--- config.mk ---
export PLATFORM = sky130hd
export DESIGN_NAME = four_bit_seq_multiplier
export DESIGN_NICKNAME = d
export VERILOG_FILES = /design/src/rtl/four_bit_seq_multiplier.sv
export SDC_FILE = /design/constraint.sdc
export NUM_CORES = 1
export LEC_CHECK = 0
export CAP_MARGIN = 20
export CORE_UTILIZATION = 51
export CTS_CLUSTER_SIZE = 25
export DETAILED_ROUTE_END_ITERATION = 7
export PLACE_DENSITY = 0.77
export SYNTH_ARGS = -nofsm -noshare
export SYNTH_HDL_FRONTEND = slang
export SYNTH_SLANG_ARGS = --single-unit
--- constraint.sdc ---
create_clock -name CLK -period 2.5 [get_ports CLK]
set_input_delay 0.25 -clock CLK [delete_from_list [all_inputs] [get_ports CLK]]
set_output_delay 0.25 -clock CLK [all_outputs]
set_load 0.005 [all_outputs]
--- src/rtl/four_bit_seq_multiplier.sv ---
// Sequential shift-add 4x4 unsigned multiplier driving a single four_bit_rca each CALC cycle.
// Optional macro MULT_EARLY_EXIT_EN: finish as soon as the remaining multiplier bits are all zero.

module four_bit_rca (
  input  logic [3:0] A,
  input  logic [3:0] B,
  input  logic       Cin,
  output logic [3:0] S,
  output logic       Cout
);
  logic [4:0] c;
  assign c[0] = Cin;

  for (genvar i = 0; i < 4; i++) begin : g_fa
    assign S[i]   = A[i] ^ B[i] ^ c[i];
    assign c[i+1] = (A[i] & B[i]) | (c[i] & (A[i] ^ B[i]));
  end

  assign Cout = c[4];
endmodule

module four_bit_seq_multiplier #(
  parameter bit DONE_PULSE = 1'b1
) (
  input  logic       CLK,
  input  logic       RST_N,
  input  logic       START,
  input  logic [3:0] A,
  input  logic [3:0] B,
  output logic [7:0] P,
  output logic       BUSY,
  output logic       DONE
);
  typedef enum logic [1:0] {S_IDLE, S_CALC, S_DONE} state_t;

  state_t     state_q, state_d;
  logic [3:0] mcand_q, mcand_d;
  logic [3:0] q_q, q_d;
  logic [3:0] phi_q, phi_d;
  logic [2:0] cnt_q, cnt_d;
  logic [7:0] p_q, p_d;

  logic [3:0] add_b, sum;
  logic       cout;
  logic [3:0] phi_nx, q_nx;
  logic [2:0] cnt_nx;
  logic       exit_now;
  logic [7:0] exit_p;

  assign add_b = q_q[0] ? mcand_q : 4'h0;

  four_bit_rca u_rca (
    .A    (phi_q),
    .B    (add_b),
    .Cin  (1'b0),
    .S    (sum),
    .Cout (cout)
  );

  // {Cout,S} concatenated with Q, shifted right one place
  assign phi_nx = {cout, sum[3:1]};
  assign q_nx   = {sum[0], q_q[3:1]};
  assign cnt_nx = cnt_q + 3'd1;

`ifdef MULT_EARLY_EXIT_EN
  logic [3:0] rem_mask;
  logic       early;
  assign rem_mask = 4'hF >> cnt_q;
  assign early    = ((q_q & rem_mask) == 4'h0);
  assign exit_now = early || (cnt_nx == 3'd4);
  // Unprocessed bits are zero: align the partial product without further adds
  assign exit_p   = early ? ({phi_q, q_q} >> (3'd4 - cnt_q)) : {phi_nx, q_nx};
`else
  assign exit_now = (cnt_nx == 3'd4);
  assign exit_p   = {phi_nx, q_nx};
`endif

  always_ff @(posedge CLK or negedge RST_N) begin
    if (!RST_N) begin
      state_q <= S_IDLE;
      mcand_q <= 4'h0;
      q_q     <= 4'h0;
      phi_q   <= 4'h0;
      cnt_q   <= 3'd0;
      p_q     <= 8'h00;
    end else begin
      state_q <= state_d;
      mcand_q <= mcand_d;
      q_q     <= q_d;
      phi_q   <= phi_d;
      cnt_q   <= cnt_d;
      p_q     <= p_d;
    end
  end

  always_comb begin
    state_d = state_q;
    mcand_d = mcand_q;
    q_d     = q_q;
    phi_d   = phi_q;
    cnt_d   = cnt_q;
    p_d     = p_q;
    unique case (state_q)
      S_IDLE, S_DONE: begin
        if (START) begin
          mcand_d = A;
          q_d     = B;
          phi_d   = 4'h0;
          cnt_d   = 3'd0;
          state_d = S_CALC;
        end else if (state_q == S_DONE && DONE_PULSE) begin
          state_d = S_IDLE;
        end
      end
      S_CALC: begin
        phi_d = phi_nx;
        q_d   = q_nx;
        cnt_d = cnt_nx;
        if (exit_now) begin
          p_d     = exit_p;
          state_d = S_DONE;
        end
      end
      default: state_d = S_IDLE;
    endcase
  end

  assign P    = p_q;
  assign BUSY = (state_q == S_CALC);
  assign DONE = (state_q == S_DONE);
endmodule

# After elaboration in Yosys (flattened, before gate mapping)
# Cells that the tools add are included.
[classes]
n_eq_ne = 6
mux = 11
n_bitwise = 17
n_addsub = 1
n_reduce_logical = 7
[op_table]
columns = ["cell", "count"]
rows = [
  ["$pmux 4 s2", 2],
  ["$mux 4", 3],
  ["$reduce_and 2->1", 4],
  ["$and 1x1->1", 7],
  ["$xor 1x1->1", 7],
  ["$mux 2", 3],
  ["$pmux 3 s2", 1],
  ["$pmux 2 s2", 1],
  ["$add 3x1->3 const B", 1],
  ["$eq 3x3->1 const B", 1],
  ["$mux 3", 1],
  ["$ne 3x3->1 const B", 1],
  ["$or 1x1->1", 3],
  ["$eq 2x1->1 const B", 1],
  ["$eq 2x2->1 const B", 1],
  ["$logic_not 2->1", 1],
  ["$ne 2x1->1 const B", 1],
  ["$ne 2x2->1 const B", 1],
  ["$reduce_bool 2->1", 1],
  ["$reduce_or 2->1", 1],
]
[totals]
out_inout_bits = 10
inputBits = 11
ff_bits = 25

# Longest topological paths before layout
# Gate-level depths: netlist (run 1).
[logic_depth]
word_depth = 9
depth_mapped = 8

# By module
# Synthesis (run 1) repeated with hierarchy kept, for this count alone.
[hier_totals]
cells_unflattened = 102
hier_area_um2 = 1311.3
[by_module_without_submodules]
columns = ["mod", "area_each_um2", "n_inst", "cells_each", "seq_area_each_um2"]
rows = [
  ["four_bit_seq_multiplier", 1193.6, 1, 88, 625.6],
  ["four_bit_rca", 117.6, 1, 14, 0.0],
]

# Worst setup path after synthesis (run 1)
# Ideal clock, no wire load.
[synth_path]
path_kind = "flip-flop to flip-flop"
startpoint = "register q_q[0]"
endpoint = "register phi_q[2]"
path_slack_ps = 186
n_path_buf = 0
required_time_ps = 2379
setup_ps = 121
path_stages_with_launch = 9
arrival_ps = 2193
cell_sequence = "dfrtp_1 -> and2_1 -> ha_1 -> inv_1 -> fa_1 -> fa_1 -> fa_1 -> mux2i_1 -> a22o_1"
[synth_via]
elab_chain_cells = 8
word_cells_on_any_way = 13
classes_between = "2 x mux; 11 x bitwise"
[synth_lines]
columns = ["element", "line_no", "rtl"]
rows = [
  ["start: declaration", "38", "logic [3:0] q_q, q_d;"],
  ["start signal: assignment", "89", "q_q <= q_d;"],
  ["$mux 4 (*)", "50", "assign add_b = q_q[0] ? mcand_q : 4'h0;"],
  ["$and 1x1->1 or $xor 1x1->1 (tied branches)", "16", "assign c[i+1] = (A[i] & B[i]) | (c[i] & (A[i] ^ B[i]));"],
  ["$and 1x1->1", "16", ""],
  ["$or 1x1->1", "16", ""],
  ["$and 1x1->1", "16", ""],
  ["$or 1x1->1", "16", ""],
  ["$xor 1x1->1 (*)", "15", "assign S[i] = A[i] ^ B[i] ^ c[i];"],
  ["$pmux 4 s2 (*)", "103", "unique case (state_q)"],
  ["end signal: assignment", "90", "phi_q <= phi_d;"],
  ["end: declaration", "39", "logic [3:0] phi_q, phi_d;"],
]
# Mark *: on every way between the ends. The rest lies on a longest branch, timed or not.
# A chain may end at the register's enable or synchronous reset.

# Final worst setup path (run 1)
[layout_path]
startpoint = "register mcand_q[0]"
endpoint = "register phi_q[2]"
[layout_via]
elab_chain_cells = 8
[layout_lines]
columns = ["element", "line_no", "rtl"]
rows = [
  ["start: declaration", "37", "logic [3:0] mcand_q, mcand_d;"],
  ["start signal: assignment", "88", "mcand_q <= mcand_d;"],
  ["$mux 4", "50", ""],
  ["$and 1x1->1 (2 in series)", "16", ""],
  ["$or 1x1->1", "16", ""],
  ["$and 1x1->1", "16", ""],
  ["$or 1x1->1", "16", ""],
  ["$xor 1x1->1", "15", ""],
  ["$pmux 4 s2", "103", ""],
]
# No other way between the ends.

==> out/summary.txt, run 1 <==
Final Power -> 1797 uW
cell leakage power -> 0.0006398 uW
root buffer selected by CTS -> clkbuf_4
Util after Layout -> 0.6570
drt first pass iters -> 4
PortBufs -> 20
DR WL/cell -> 14.01 um
Vias/cell -> 5.393
RePlAce Congestion -> 0.7653
I/O pin count -> 21
critical path type -> reg2reg
number of nets in the layout -> 140
setup repair after global routing missed its margin -> false
cts hold-fix bufs -> 0
# setup viols final -> 0
flip-flop and latch area -> 625.6 um^2
Post-CTS Setup Inserts -> 0
vias post-DR -> 809
Max rail drop VDD -> 692.5 uV
Hold/Removal Path Class -> in2async
Antenna Cells -> 0
TritonCTS Buffers -> 3
post-synth cell types -> 26
Final Hold Viols -> 0
top-area cell type share of the netlist area -> 0.4985
Post-synth EDFFs -> 0
die height -> 51.61 um
detailed-route DRC error count -> 0
CTS HTree Levels -> 1
worst path arrival time -> 2570 ps
P&R area growth vs syn -> 19.14%
Slew Limit Fails -> 0
critical path peak fanout -> 2
Critical R2R Launch -> mcand_q[0]
Tcrit/Tclk final -> 0.9400
flops & latches, synth -> 25
Longest Clk Path Bufs -> 2
TritonCTS clock tree -> yes
Worst setup EP type -> register
highest clock rate -> 425.6 MHz
Tot GR Track Use -> 0.1976
# clock sinks -> 25
skew final -> 6.438 ps
r2r setup slk -> 150 ps
initial antenna violation count -> 0
WP data required -> 2720 ps
Cells after Synth -> 101
Routed WL -> 2.102 mm
minimum clock period -> 2350 ps
syn_area_per_cell -> 12.43 um^2
setup_tns -> 0 ps
core area -> 2276 um^2
DP HPWL -> 1.544 mm
Multi-input gate area -> 555.5 um^2
clk slew on worst S/H paths -> 130 ps
net count after synthesis -> 118
Max-cap violations -> 0
reg2reg path depth -> 8
synthesized cell area -> 1255 um^2
Synth Warn # -> 0
grt ovf -> 0
standard-cell rows -> 17
most instantiated library cell after synthesis -> dfrtp_1
Max-Slew Margin vs Limit -> 0.5893
Commonest cells post-synth -> dfrtp_1, inv_1, mux2i_1
status -> finished, final reports clean
die width -> 51.61 um
share of cells above drive strength 1 -> 0.1311
Die ar. -> 2663 um^2
number of gates resized after cts -> 0
first-pass GRT wire length -> 3.781 mm
area leader, netlist -> dfrtp_1
worst flop-to-flop path endpoint -> phi_q[2]
Worst Tran Pin Value -> 616.1 ps
pwr dens -> 1202 nW/um^2
Synth area leaders -> dfrtp_1, mux2i_1, a22o_1, fa_1, mux2_4
largest net degree at the start of global routing -> 26
Synth Flop Type -> dfrtp_1
vias in the first global route -> 812
post-synthesis sequential area ratio -> 0.4985
number of routed nets with antenna violations -> 0
CP Launch Type -> register
Synth async-reset ratio -> 1.000
fillcell total -> 174
Clk Latency, worst-skew pair -> 320 ps
Initial Utilization -> 0.5514
1st-iter DRT viols -> 11
[layout make-up]
type                       instances  area share
sequential                        25      0.4184
tap                               28     0.02343
inverter                          10     0.02510
timing repair buffer              22      0.1439
multi-input combinational         61      0.3715
clock buffer                       4     0.01757
[worst max-delay path by stage]
stage / endpoint / slack, ps / cells after the start / start
detailed placement: phi_q[2] / 170 / 8 / mcand_q[0]
global placement: phi_q[2] / 210 / 8 / mcand_q[0]
floorplan: phi_q[2] / 190 / 8 / q_q[0]
global route: phi_q[2] / 70 / 8 / mcand_q[0]
CTS: phi_q[2] / 150 / 8 / mcand_q[0]
finish: phi_q[2] / 150 / 8 / mcand_q[0]
[worst max-delay path: stages (launching register included)]
cell	delay, ps
dfrtp_1	360
and2_1	120
ha_1	130
inv_1	40
fa_1	370
fa_1	380
fa_1	510
mux2i_1	80
a22o_1	250
[layout by cell type (no fill, tap or decap), types with 2 or more instances in the layout]
cell type        count
nand2_1              6
mux2_2               5
o21ai_0              2
clkdlybuf4s50_1     20
a22o_1               7
a211oi_1             3
nor2b_1              5
mux2_4               4
clkbuf_4             3
xnor2_1              2
ha_1                 3
fa_1                 3
a21oi_1              3
inv_1               10
dfrtp_1             25
buf_4                2
mux2i_1              9
[stage by stage]
step	std cells	cell area (um^2)	setup slack (ps)	hold WS, ps
floorplan	101	1255	185.9	-45.59
global placement	146	1469	213.8	483.4
detailed placement	146	1469	165.0	487.0
CTS	150	1495	145.4	287.5
global route	150	1495	70.11	305.3
finish	150	1495	150.1	273.4
[flip-flops by register name, summed over array words and instances (netlist names)]
name and cells:
q_q 4, cnt_q 3, phi_q 4, state_q 2, P 8, mcand_q 4
[logic make-up (layout without fill, tap and decap cells)]
logic type      Yosys count  after routing  synth area share
flops                    25             25            0.4985
simple gates             17             17           0.07976
mux                      18             18            0.1645
buf+inv                  15             36           0.05882
fa+ha+maj                 6              6           0.07777
compound gates           17             17           0.09970
xor+xnor                  3              3           0.02094
[per-layer routing]
metal	track usage	part of all wire	wire (um)	vias up
li1	-	-	-	389
met1	0.2829	0.48	1002	396
met2	0.2965	0.47	992	19
met3	0.03509	0.035	73	5
met4	0.08108	0.016	34	0
met5	0	0	0	-
[where the power goes]
| group | internal (uW) | total (uW) | switching (uW) |
|---|---|---|---|
| Sequential | 595 | 767 | 172 |
| Combinational | 523 | 852 | 329 |
| Clock | 62.5 | 179 | 116 |
| Total | 1180 | 1800 | 617 |
Power figures use the tool's default switching activity.
==> run 2, diff against run 1 <==
Settings changed: ABC_CLOCK_PERIOD_IN_PS from default to 2500, SKIP_LAST_GASP from default to 1.
==> results of run 2 <==
No change in the layout: final DEF, timing and power equal those of run 1.
